===== config.mk =====
export PLATFORM = sky130hd
export DESIGN_NAME = tcp_rx_parser
export DESIGN_NICKNAME = d
export VERILOG_FILES = /design/src/rtl/tcp_rx_parser.sv
export SDC_FILE = /design/constraint.sdc
export NUM_CORES = 1
export LEC_CHECK = 0
export ABC_AREA = 1
export CAP_MARGIN = 10
export CORE_MARGIN = 10
export CORE_UTILIZATION = 40
export DETAILED_ROUTE_END_ITERATION = 12
export SLEW_MARGIN = 5
export SYNTH_ARGS = -nofsm -noshare
export SYNTH_HDL_FRONTEND = slang
export SYNTH_SLANG_ARGS = --single-unit
export TNS_END_PERCENT = 30

===== constraint.sdc =====
create_clock -name clk -period 9.2 [get_ports clk]
set_input_delay 2.3 -clock clk [delete_from_list [all_inputs] [get_ports clk]]
set_output_delay 2.3 -clock clk [all_outputs]
set_load 0.05 [all_outputs]

===== src/rtl/tcp_rx_parser.sv =====
// rtl/tcp_rx_parser.sv - TCP segment parser: header/metadata extraction, payload forwarding, checksum check
//
// Ports:
//   clk, rst_n                      clock, asynchronous active-low reset
//   s_axis_t{data,valid,ready,last} input byte stream: TCP header + options + payload
//   m_axis_t{data,valid,ready,last} output byte stream: payload only, tlast on final payload byte
//   meta_valid / meta_ready         metadata FIFO head handshake
//   meta_*                          head entry fields (zero while the FIFO is empty)
//   drop_cnt                        packets dropped (malformed or filtered), wrapping
module tcp_rx_parser #(
    parameter int          DATA_WIDTH  = 8,
    parameter int          META_DEPTH  = 4,
    parameter int          FILTER_EN   = 0,
    parameter logic [15:0] FILTER_PORT = 16'd80
) (
    input  logic                  clk,
    input  logic                  rst_n,
    input  logic [DATA_WIDTH-1:0] s_axis_tdata,
    input  logic                  s_axis_tvalid,
    output logic                  s_axis_tready,
    input  logic                  s_axis_tlast,
    output logic [DATA_WIDTH-1:0] m_axis_tdata,
    output logic                  m_axis_tvalid,
    input  logic                  m_axis_tready,
    output logic                  m_axis_tlast,
    output logic                  meta_valid,
    input  logic                  meta_ready,
    output logic [15:0]           meta_src_port,
    output logic [15:0]           meta_dst_port,
    output logic [31:0]           meta_seq_num,
    output logic [31:0]           meta_ack_num,
    output logic [7:0]            meta_flags,
    output logic [15:0]           meta_window_size,
    output logic [5:0]            meta_hdr_len,
    output logic [15:0]           meta_payload_len,
    output logic                  meta_checksum_ok,
    output logic                  meta_err,
    output logic [15:0]           drop_cnt
);

    generate
        if (DATA_WIDTH != 8) begin : g_bad_width
            $error("tcp_rx_parser: DATA_WIDTH must be 8");
        end
        if (META_DEPTH < 2 || (META_DEPTH & (META_DEPTH - 1)) != 0) begin : g_bad_depth
            $error("tcp_rx_parser: META_DEPTH must be a power of two >= 2");
        end
    endgenerate

    localparam logic [1:0] ST_HDR  = 2'd0;
    localparam logic [1:0] ST_OPT  = 2'd1;
    localparam logic [1:0] ST_PAY  = 2'd2;
    localparam logic [1:0] ST_DROP = 2'd3;

    localparam int ADDR_W = $clog2(META_DEPTH);
    localparam int META_W = 144;

    logic [1:0]  state;
    logic [4:0]  byte_idx;
    logic [5:0]  opt_left;
    logic        drop_push;     // dropped packet still owes a metadata entry (malformed, not filtered)
    logic [15:0] src_r, dst_r, win_r, pay_cnt;
    logic [31:0] seq_r, ack_r, csum_acc;
    logic [3:0]  doff_r;
    logic [7:0]  flags_r;
    logic        odd_byte;

    logic [15:0] src_n, dst_n, win_n, pay_inc, plen_n;
    logic [31:0] seq_n, ack_n, csum_nxt;
    logic [3:0]  doff_n;
    logic [7:0]  flags_n, din;
    logic [16:0] fold1, fold2;
    logic        csum_ok, hdr_end, filter_hit, push_want, entry_err;
    logic        s_fire, push, pop, fifo_full, fifo_blocked, tlast_blocked;

    logic [META_W-1:0] mem [META_DEPTH];
    logic [ADDR_W:0]   wr_ptr, rd_ptr;
    logic [META_W-1:0] entry;

    assign din = s_axis_tdata[7:0];

    // Header bytes land in their fields as they arrive; the next-values are also
    // what a tlast beat pushes, so a final header byte is never lost.
    always_comb begin
        src_n   = src_r;
        dst_n   = dst_r;
        seq_n   = seq_r;
        ack_n   = ack_r;
        doff_n  = doff_r;
        flags_n = flags_r;
        win_n   = win_r;
        if (state == ST_HDR) begin
            case (byte_idx)
                5'd0:  src_n[15:8]   = din;
                5'd1:  src_n[7:0]    = din;
                5'd2:  dst_n[15:8]   = din;
                5'd3:  dst_n[7:0]    = din;
                5'd4:  seq_n[31:24]  = din;
                5'd5:  seq_n[23:16]  = din;
                5'd6:  seq_n[15:8]   = din;
                5'd7:  seq_n[7:0]    = din;
                5'd8:  ack_n[31:24]  = din;
                5'd9:  ack_n[23:16]  = din;
                5'd10: ack_n[15:8]   = din;
                5'd11: ack_n[7:0]    = din;
                5'd12: doff_n        = din[7:4];
                5'd13: flags_n       = din;
                5'd14: win_n[15:8]   = din;
                5'd15: win_n[7:0]    = din;
                default: ;
            endcase
        end
    end

    // Even packet offsets are the high byte of a 16-bit word, odd ones the low byte.
    assign csum_nxt = csum_acc + (odd_byte ? {24'd0, din} : {16'd0, din, 8'd0});
    assign fold1    = {1'b0, csum_nxt[15:0]} + {1'b0, csum_nxt[31:16]};
    assign fold2    = {1'b0, fold1[15:0]} + {16'd0, fold1[16]};
    assign csum_ok  = (fold2[15:0] == 16'hFFFF);

    assign pay_inc    = (pay_cnt == 16'hFFFF) ? pay_cnt : pay_cnt + 16'd1;
    assign plen_n     = (state == ST_PAY) ? pay_inc : 16'd0;
    assign hdr_end    = (state == ST_HDR) && (byte_idx == 5'd19);
    assign filter_hit = (FILTER_EN != 0) && (dst_r != FILTER_PORT);

    // What a tlast beat in the current state would do: push an entry, and whether it is an error.
    always_comb begin
        push_want = 1'b1;
        entry_err = 1'b0;
        case (state)
            ST_HDR: begin
                push_want = !(hdr_end && filter_hit);
                entry_err = !(hdr_end && doff_r == 4'd5);
            end
            ST_OPT:  entry_err = (opt_left != 6'd1);
            ST_PAY:  entry_err = 1'b0;
            default: begin
                push_want = drop_push;
                entry_err = 1'b1;
            end
        endcase
    end

    assign pop           = meta_valid && meta_ready;
    assign fifo_full     = (wr_ptr[ADDR_W] != rd_ptr[ADDR_W]) && (wr_ptr[ADDR_W-1:0] == rd_ptr[ADDR_W-1:0]);
    assign fifo_blocked  = fifo_full && !pop;
    assign tlast_blocked = s_axis_tlast && push_want && fifo_blocked;

    assign s_axis_tready = rst_n && !tlast_blocked && ((state != ST_PAY) || m_axis_tready);
    // Valid is withheld on a stalled tlast so the output never handshakes a byte the input refused.
    assign m_axis_tvalid = (state == ST_PAY) && s_axis_tvalid && !tlast_blocked;
    assign m_axis_tdata  = s_axis_tdata;
    assign m_axis_tlast  = (state == ST_PAY) && s_axis_tlast;

    assign s_fire = s_axis_tvalid && s_axis_tready;
    assign push   = s_fire && s_axis_tlast && push_want;
    assign entry  = {src_n, dst_n, seq_n, ack_n, flags_n, win_n, {doff_n, 2'b00}, plen_n, csum_ok, entry_err};

    always_ff @(posedge clk or negedge rst_n) begin
        if (!rst_n) begin
            state     <= ST_HDR;
            byte_idx  <= 5'd0;
            opt_left  <= 6'd0;
            drop_push <= 1'b0;
            src_r     <= 16'd0;
            dst_r     <= 16'd0;
            seq_r     <= 32'd0;
            ack_r     <= 32'd0;
            doff_r    <= 4'd0;
            flags_r   <= 8'd0;
            win_r     <= 16'd0;
            csum_acc  <= 32'd0;
            odd_byte  <= 1'b0;
            pay_cnt   <= 16'd0;
            drop_cnt  <= 16'd0;
        end else if (s_fire) begin
            if (s_axis_tlast) begin
                state     <= ST_HDR;
                byte_idx  <= 5'd0;
                opt_left  <= 6'd0;
                drop_push <= 1'b0;
                src_r     <= 16'd0;
                dst_r     <= 16'd0;
                seq_r     <= 32'd0;
                ack_r     <= 32'd0;
                doff_r    <= 4'd0;
                flags_r   <= 8'd0;
                win_r     <= 16'd0;
                csum_acc  <= 32'd0;
                odd_byte  <= 1'b0;
                pay_cnt   <= 16'd0;
                if (entry_err || !push_want) begin
                    drop_cnt <= drop_cnt + 16'd1;
                end
            end else begin
                src_r    <= src_n;
                dst_r    <= dst_n;
                seq_r    <= seq_n;
                ack_r    <= ack_n;
                doff_r   <= doff_n;
                flags_r  <= flags_n;
                win_r    <= win_n;
                csum_acc <= csum_nxt;
                odd_byte <= ~odd_byte;
                case (state)
                    ST_HDR: begin
                        byte_idx <= byte_idx + 5'd1;
                        if (byte_idx == 5'd12 && din[7:4] < 4'd5) begin
                            state     <= ST_DROP;
                            drop_push <= 1'b1;
                        end else if (hdr_end) begin
                            if (filter_hit) begin
                                state     <= ST_DROP;
                                drop_push <= 1'b0;
                            end else if (doff_r > 4'd5) begin
                                state    <= ST_OPT;
                                opt_left <= {doff_r - 4'd5, 2'b00};
                            end else begin
                                state <= ST_PAY;
                            end
                        end
                    end
                    ST_OPT: begin
                        opt_left <= opt_left - 6'd1;
                        if (opt_left == 6'd1) begin
                            state <= ST_PAY;
                        end
                    end
                    ST_PAY:  pay_cnt <= pay_inc;
                    default: ;
                endcase
            end
        end
    end

    always_ff @(posedge clk or negedge rst_n) begin
        if (!rst_n) begin
            wr_ptr <= '0;
            rd_ptr <= '0;
        end else begin
            if (push) begin
                wr_ptr <= wr_ptr + 1'b1;
            end
            if (pop) begin
                rd_ptr <= rd_ptr + 1'b1;
            end
        end
    end

    always_ff @(posedge clk) begin
        if (push) begin
            mem[wr_ptr[ADDR_W-1:0]] <= entry;
        end
    end

    assign meta_valid = (wr_ptr != rd_ptr);
    assign {meta_src_port, meta_dst_port, meta_seq_num, meta_ack_num, meta_flags, meta_window_size,
            meta_hdr_len, meta_payload_len, meta_checksum_ok, meta_err} =
           meta_valid ? mem[rd_ptr[ADDR_W-1:0]] : '0;

endmodule


==> results of run 1 <==
[layout make-up]
| cell class | count | area (um^2) | share of cell area [%] |
|---|---|---|---|
| clock buffers | 110 | 2230 | 5.45 |
| clock inverters | 42 | 519 | 1.27 |
| inverters | 451 | 1700 | 4.16 |
| multi-input cells | 2160 | 10500 | 25.7 |
| flip-flops and latches | 777 | 22300 | 54.5 |
| well taps | 1155 | 1450 | 3.53 |
| repair buffers | 221 | 2210 | 5.40 |
[critical path: cells and delay by family]
family,cells,cell delay (ns)
AOI/OAI and AO/OA,5,0.78
xor gates and xnor gates,1,0.21
buffers and inverters,6,0.90
adders and majority gates,5,1.45
and+or+nand+nor,23,2.43
[layer usage]
metal / track usage [%] / vias up
met1: 23.8 / 12300
met4: 4.84 / 0
met3: 2.86 / 111
li1: - / 12300
met5: 0 / -
met2: 30.0 / 609
[state kept, by name, indices dropped and copies added (netlist names)]
register / count
rd_ptr: 3
state: 2
wr_ptr: 3
byte_idx: 5
drop_cnt: 16
odd_byte: 1
pay_cnt: 16
dst_r: 16
flags_r: 8
win_r: 16
src_r: 16
seq_r: 32
csum_acc: 32
doff_r: 4
opt_left: 6
ack_r: 32
drop_push: 1
mem: 568
[layout by cell type (no fill, tap or decap), drive strengths merged, types with 3 or more instances in the layout]
cell type      instances
a211oi                 3
a21o                   3
a21oi                 59
a22o                   9
a31oi                  3
and2                  10
buf                   39
bufinv                 8
clkbuf               110
clkdlybuf4s50        182
clkinv                29
clkinvlp               3
dfrtp                209
edfxtp               568
ha                    50
inv                  453
nand2                677
nand3                 76
nand3b                 4
nand4                 20
nor2                 406
nor3                  25
nor3b                  4
nor4                   6
o21a                   3
o21ai                578
o22ai                159
xnor2                 12
xor2                  37
[worst min-delay path by stage]
stage / end / slack (ns) / cells after the start
finish: src_r[12] / 0.48 / 2
global route: ack_r[13] / 0.50 / 2
CTS: src_r[12] / 0.48 / 2
detailed placement: src_r[12] / 0.47 / 2
global placement: src_r[1] / 0.46 / 2
floorplan: ack_r[0] / 0.45 / 2
[power groups by stage]
stage	Clock [mW]	Sequential (mW)	Combinational, mW
2_1_floorplan	0	4.45	4.92
3_3_place_gp	0	4.52	7.28
6_report	3.34	4.46	7.21
4_1_cts	3.40	4.46	7.32
3_5_place_dp	0	4.53	7.30
5_1_grt	3.55	4.49	7.84
[kinds of logic after synthesis]
group,after synthesis
and+or+nand+nor,1231
AOI/OAI and AO/OA,826
DFF,777
buffers and inverters,634
adders and majority gates,52
xor gates and xnor gates,49
other,1
==> flow_summary.yaml, run 1 <==
floorplanning:
  coreArea_um2: 87000
  die_x_um: 317
  rows: 108
  die_h_um: 317
  ios: 186
  die-area_um2: 100000
  initial_core_util_pct: 40.5
routing:
  postRouteWirelength_um: 90700
  met1_length_um: 39700
  dr_wl_met2_um: 43900
  routed.top_layer: "met4"
  drt-initial-drc-count: 1964
  remaining_drc_errors: 0
  dr_wl_met3_um: 5230
  wl_per_cell_um: 18.4
  avgViaCountPerCell: 5.15
  drt_first_pass_iters: 5
  ant_nets: 0
  vias: 25300
cts:
  postCtsSetupRepairBufs: 0
  clockRootBuffer: "clkbuf_16"
  cts.htree.levels: 3
  cts_tree: "done"
  cts_buffers: 82
  cts_max_path_buffers: 3
  ctsResizeCount: 0
  clkLatencyLatePin_ns: 0.65
  clkTransAtPathRegs_ns: 0.06
  hold_buffers: 0
  cts_sinks: 777
place:
  portBuffers: 183
  gp_congestion: 0.900
  place_area_um2: 38200
  placedCellCount: 4764
  dp_hpwl_um: 54800
  pre_cts_slack_ns: 1.07
timing:
  setup_ws_ns: 1.60
  hold_viol_final: 0
  slew_headroom_pct: 28.8
  rsz0062_at_grt: "no"
  fin_crit_sh_pct: 82.6
  worstMarginPinSlew_ns: 1.06
  clock_skew_ns: 0.0251
  period_needed_ns: 7.60
  final-max-slew-violation-count: 0
  fin_tns_setup_ns: 0
  setup_viol: 0
  max_freq_ghz: 0.132
  holdWs_ns: 0.479
cells_and_area:
  final_cells: 4916
  fin_area_um2: 40900
  drive_above_1_share_pct: 5.05
  area_delta_synth_final_pct: 16.1
  diodes: 0
  fin_nets: 3759
  final_core_util_pct: 47.0
  num-fill-cells: 8163
global_route:
  grt_pass1_vias: 24700
  grt_max_degree: 152
  gr-total-overflow: 0
  antenna_found_initial: 0
  track_usage_pct: 17.8
  grt_pass1_wl_um: 142000
worst_hold_path:
  hold_path.class: "flop to flop"
  worstHoldStart: "src_r[12]"
worst_setup_path:
  worstReg2RegEnd: "mem[0][1]"
  critical_path_class: "input port to flop"
  slowest_stage: "clkdlybuf4s50_1"
  cp-startpoint: "s_axis_tdata[0]"
  critPathRequiredTime_ns: 9.65
  crit_path_start_kind: "input port"
  r2r_setup_slack_ns: 3.03
  rr_worst_depth: 39
  reg2reg_from: "odd_byte"
  crit_path_frequent_cell: "nand2_1"
  cp_max_fo: 5
  worst_setup_path_end_kind: "flop"
  crit_arrival_ns: 8.05
  endpoint: "mem[0][1]"
  cp_slowest_stage_delay_ns: 0.53
yosys:
  ys_seq_elements: 777
  ys.flop_type: "edfxtp_1"
  synth_edf_count: 568
  synthSimpleGateAreaFrac_pct: 14.0
  synth_top_cell_by_area: "edfxtp_1"
  async_flop_share_pct: 26.9
  synth.most_common_cell: "nand2_1"
  synth_compound_area_share_pct: 12.6
  yosysSeqAreaShare_pct: 63.3
  syn_avg_cell_area_um2: 9.87
  synth_commonest_cells: "nand2_1 (677), edfxtp_1 (568), o21ai_0 (552)"
  synth_xor_area_share_pct: 1.22
  yosys_warnings: 0
  syn-instance-count: 3570
  synth_top_area_share_pct: 48.4
  synth_cell_types: 46
  synthesis.area_um2: 35200
  synth_top_family_by_area: "simple AND/OR/NAND/NOR gates"
  ys_top_cells_by_area: "edfxtp_1 (48%), dfrtp_1 (15%), o21ai_0 (7.8%)"
  synth-adder-area-share_pct: 1.89
  synthMuxAreaShare_pct: 0
pwr:
  p_sw_mw: 6.78
  comb_power_share_pct: 48.0
  p_per_area_nw_per_um2: 367
  seqPwrFrac_pct: 29.7
  sw_frac_of_total_pct: 45.2
  p_leak_nw: 17.3
  clockPowerShare_pct: 22.3
  intPower_mw: 8.22
  fin_total_pwr_mw: 15.0
  worst_ir_drop_vdd_mv: 0.443
run:
  drv_cap: 0
status:
  status: "completed"
Note: power is estimated with default switching activity, not from simulation.
==> run 2: changes to the inputs <==
==> constraint.sdc (replaced) <==
create_clock -name clk -period 6.7 [get_ports clk]
set_input_delay 1.675 -clock clk [delete_from_list [all_inputs] [get_ports clk]]
set_output_delay 1.675 -clock clk [all_outputs]
set_load 0.05 [all_outputs]
==> run 2 against run 1 <==
  * Final cell count up 1.6%
  * Setup slack got worse by 1.1 ns
  * Wire length increased by 1.5%
  * Total power is 38% higher
  * Core utilization up 0.67 points
  * Clock power is 31% higher
  * Final area rose by 1.4%
  * Sequential share of layout area is 0.76 points lower
  * Clock-buffer cell count decreased by 3
  * Critical path type unchanged
  * Highest routed layer is now met5
==> flow_summary.yaml, run 2 (synthesized netlist as in run 1, its figures left out) <==
worst_setup_path:
  rr_worst_depth: 39
  critical_path_class: "input port to flop"
  critPathTopFamily: "simple AND/OR/NAND/NOR gates"
  cp_slowest_stage_delay_ns: 0.48
  crit_path_start_kind: "input port"
  critPathBufInv: 6
  slowest_stage: "clkdlybuf4s50_1"
  worst_setup_path_end_kind: "flop"
  cp_max_fo: 4
  crit_arrival_ns: 6.73
  r2r_setup_slack_ns: 1.17
  crit_path_frequent_cell: "nand2_1"
  crit_cells: 40
  critPathRequiredTime_ns: 7.18
floorplanning:
  die_h_um: 317
  die-area_um2: 100000
  die_x_um: 317
  coreArea_um2: 87000
  initial_core_util_pct: 40.5
  rows: 108
  ios: 186
status:
  status: "completed"
global_route:
  antenna_found_initial: 1
  grt_max_degree: 148
  gr-total-overflow: 0
  grt_pass1_vias: 25200
  gr-usage-met1_pct: 23.5
  met2_usage_pct: 31.1
  grt.met3_usage_pct: 2.90
  top_usage_layer: "met2"
  grt_pass1_wl_um: 144000
  track_usage_pct: 18.2
routing:
  postRouteWirelength_um: 92000
  avgViaCountPerCell: 5.08
  wl_per_cell_um: 18.4
  remaining_drc_errors: 0
  drt_first_pass_iters: 5
  drt-initial-drc-count: 1652
  ant_nets: 0
  vias: 25400
pwr:
  fin_total_pwr_mw: 20.7
  worst_ir_drop_vdd_mv: 0.431
  p_leak_nw: 17.7
  p_per_area_nw_per_um2: 500
cts:
  cts_buffers: 78
  clkLatencyLatePin_ns: 0.64
  hold_buffers: 0
  cts_max_path_buffers: 3
  clockRootBuffer: "clkbuf_16"
  cts_sinks: 777
  clkTransAtPathRegs_ns: 0.06
  cts.htree.levels: 3
  cts_tree: "done"
timing:
  period_needed_ns: 6.25
  final-max-slew-violation-count: 0
  fin_crit_sh_pct: 93.2
  hold_viol_final: 0
  clock_skew_ns: 0.0238
  max_freq_ghz: 0.160
  worstMarginPinSlew_ns: 1.17
  slew_headroom_pct: 21.6
  holdWs_ns: 0.481
  setup_viol: 0
cells_and_area:
  diodes: 0
  largest_reg_flops: 568
  area_delta_synth_final_pct: 17.8
  layout_common_cells: "nand2_1 (676), edfxtp_1 (568), o21ai_0 (552)"
  drive_above_1_share_pct: 7.16
  fin_nets: 3842
  num-fill-cells: 8044
  final_common_cell: "nand2_1"
  final_core_util_pct: 47.7
place:
  portBuffers: 183
  dp_hpwl_um: 56300
  gp_congestion: 0.907
worst_hold_path:
  hold_path.class: "flop to flop"
  min_path_cells: 2
run:
  drv_cap: 0
run 2: worst paths after layout:
path                                 start         to
min                              src_r[11]  src_r[11]
min in group asynchronous            rst_n  rd_ptr[1]
max reg2reg                       odd_byte  mem[2][1]
min reg2reg                      src_r[11]  src_r[11]
max                        s_axis_tdata[0]  mem[2][1]
max in group asynchronous            rst_n  ack_r[16]
run 2: timing repair:
action | 4_1_cts | 5_1_grt
buffers inserted | 0 | 1
resized for setup | 0 | 3
setup endpoints to repair | 0 | 4
endpoints found under the hold margin | 0 | 0
run 2: final cells by class:
cell class	instances	area, um^2	area share [%]
multi-input combinational	2160	10500	25.4
tap	1155	1450	3.48
clock inverter	38	397	0.956
inverter	451	1700	4.11
timing repair buffer	308	2950	7.10
clock buffer	107	2180	5.26
sequential	777	22300	53.7
run 2: worst register-to-register path: cells and delay by family (launching register included):
kind	cells	cell delay, ns
AND/OR/NAND/NOR	23	2.08
XOR/XNOR	1	0.21
adder cells (fa/ha/maj)	5	1.30
AO/OA/AOI/OAI	5	0.72
buffers and inverters	5	0.33
flip-flops	1	0.75
run 2: through the flow:
stage          TNS, ns  area [um^2]  instances  worst slack, ns
6_report             0        41500       4996            0.454
2_1_floorplan   -24.51        35300       3571          -0.0575
4_1_cts              0        41500       4994            0.390
5_1_grt        -0.0518        41500       4996          -0.0130
3_5_place_dp    -0.973        38900       4849           -0.243
3_3_place_gp    -0.679        38900       4849           -0.170
run 2: metal layers:
metal | up-vias | routed length (um)
met5 | - | 13
met4 | 2 | 2410
met3 | 133 | 4680
li1 | 12400 | -
met1 | 12200 | 40200
met2 | 559 | 44700
run 2: power by group:
group / internal, mW / switching [mW] / leakage (nW)
Clock: 2.53 / 1.84 / 1.27
Sequential: 5.80 / 0.331 / 8.16
Combinational: 3.07 / 7.16 / 8.26
Total: 11.4 / 9.34 / 17.7
==> run 3: changes to the inputs <==
--- a/config.mk
+++ b/config.mk
@@ -6,9 +6,10 @@
 export NUM_CORES = 1
 export LEC_CHECK = 0
 export ABC_AREA = 1
-export CAP_MARGIN = 10
+export CAP_MARGIN = 20
 export CORE_MARGIN = 10
 export CORE_UTILIZATION = 40
+export CTS_BUF_LIST = sky130_fd_sc_hd__clkbuf_8
 export DETAILED_ROUTE_END_ITERATION = 12
 export SLEW_MARGIN = 5
 export SYNTH_ARGS = -nofsm -noshare
==> run 3 against run 2 <==
  * Clock skew is 0.035 ns higher
  * Critical endpoint is now mem[1][1]
  * Sequential power hardly changed
  * Largest cell class unchanged
  * Final cell count grew 1.8%
  * Combinational power about the same
  * Die area unchanged
  * Setup slack better by 0.089 ns
  * Core utilization is 0.11 points lower
  * Clock power down 9.8%
  * Largest power group unchanged
==> flow_summary.yaml, run 3 (synthesized netlist as in run 1, its figures left out) <==
cells_and_area:
  drive_above_1_share_pct: 8.40
  final_common_cell: "nand2_1"
  area_delta_synth_final_pct: 17.5
  multi_input_area_um2: 10500
  fin_nets: 3887
  largest_reg_flops: 568
  seqCellArea_um2: 22300
  layout_common_cells: "nand2_1 (676), edfxtp_1 (568), o21ai_0 (552)"
  num-fill-cells: 8112
  final_core_util_pct: 47.6
  final_cells: 5085
worst_setup_path:
  crit_path_frequent_cell: "nand2_1"
  r2r_setup_slack_ns: 1.15
  worst_setup_path_end_kind: "flop"
  critPathTopFamily: "simple AND/OR/NAND/NOR gates"
  crit_arrival_ns: 6.75
  cp_slowest_stage_delay_ns: 0.49
  critPathRequiredTime_ns: 7.29
  critPathBufInv: 6
  rr_worst_depth: 39
  crit_cells: 40
  crit_path_start_kind: "input port"
  critical_path_class: "input port to flop"
  slowest_stage: "clkdlybuf4s50_1"
  cp_max_fo: 4
timing:
  setup_ws_ns: 0.543
  final-max-slew-violation-count: 0
  slew_headroom_pct: 31.0
  fin_crit_sh_pct: 91.9
  period_needed_ns: 6.16
  hold_viol_final: 0
  rsz0062_at_grt: "no"
  setup_viol: 0
  max_freq_ghz: 0.162
  holdWs_ns: 0.479
  worstMarginPinSlew_ns: 1.03
  clock_skew_ns: 0.0585
pwr:
  fin_total_pwr_mw: 20.3
  p_per_area_nw_per_um2: 491
  worst_ir_drop_vdd_mv: 0.444
  p_leak_nw: 17.9
routing:
  drt_first_pass_iters: 5
  postRouteWirelength_um: 92800
  remaining_drc_errors: 0
  ant_nets: 0
  wl_per_cell_um: 18.3
  vias: 25600
  drt-initial-drc-count: 1589
  avgViaCountPerCell: 5.04
place:
  placedCellCount: 4851
  pre_cts_slack_ns: -0.256
  gp_congestion: 0.907
  dp_hpwl_um: 56300
  portBuffers: 183
global_route:
  grt_pass1_wl_um: 145000
  antenna_found_initial: 2
  grt_pass1_vias: 25600
  grt_max_degree: 148
  track_usage_pct: 18.3
  gr-total-overflow: 0
cts:
  cts_tree: "done"
  clkLatencyLatePin_ns: 0.78
  hold_buffers: 0
  cts.htree.levels: 3
  clkTransAtPathRegs_ns: 0.07
  cts_max_path_buffers: 3
  cts_sinks: 777
  cts_buffers: 120
  clockRootBuffer: "clkbuf_8"
  postCtsSetupRepairBufs: 0
worst_hold_path:
  min_path_cells: 2
  hold_path.class: "flop to flop"
floorplanning:
  rows: 108
  die_h_um: 317
  coreArea_um2: 87000
  die_x_um: 317
  die-area_um2: 100000
  initial_core_util_pct: 40.5
  ios: 186
status:
  status: "completed"
run:
  drv_cap: 0
==> run 3: cell count changes in the layout (fill, tap and decap cells not counted), moves of 4 or more <==
cell / previous run / this run
clkbuf_1: 20 / 0
clkbuf_16: 81 / 0
clkbuf_8: 6 / 141
clkinv_1: 10 / 16
inv_1: 443 / 488
inv_12: 0 / 4
==> run 3: final cells by class <==
type                    count  share of cell area (%)
inverters                 451                    4.12
flip-flops and latches    777                    53.8
clock inverters            89                    1.28
multi-input cells        2160                    25.4
repair buffers            311                    7.20
clock buffers             140                    4.65
diodes                      2                  0.0121
well taps                1155                    3.49
==> run 3: worst register-to-register path: cells and delay by family, from the launching register on <==
family          cells  cell delay (ns)
simple gates       23             2.09
fa+ha+maj           5             1.29
flops               1             0.74
compound gates      5             0.71
buf+inv             5             0.32
xor+xnor            1             0.22
==> run 3: stage by stage <==
step | setup TNS (ns) | area (um^2)
finish | 0 | 41400
global route | 0 | 41400
CTS | 0 | 41400
detailed placement | -1.03 | 38900
global placement | -0.679 | 38900
floorplan | -24.51 | 35300
==> run 3: what timing repair did <==
item                                   CTS  global route
setup endpoints to repair                0             4
resized for setup                        0             1
endpoints found under the hold margin    0             0
==> run 3: power breakdown <==
group          internal (mW)  switching, mW  total [mW]
logic                   3.07           7.17        10.2
registers               5.80          0.334        6.13
clock network           2.05           1.90        3.94
total                   10.9           9.40        20.3
==> run 3: routing by layer <==
metal | up-vias | track usage, % | share of wire (%)
met5 | - | 0 | 0.014
met4 | 2 | 5.36 | 2.1
met3 | 122 | 2.75 | 5.3
met2 | 603 | 31.8 | 49
met1 | 12400 | 23.6 | 43
li1 | 12500 | - | -
==> run 3: worst paths after layout <==
path,startpoint,endpoint
min in group asynchronous,rst_n,rd_ptr[0]
worst max-delay path,s_axis_tdata[0],mem[1][1]
max in group asynchronous,rst_n,ack_r[19]
worst min register to register,ack_r[11],ack_r[11]
worst max register to register,odd_byte,mem[1][1]
worst min-delay path,ack_r[11],ack_r[11]
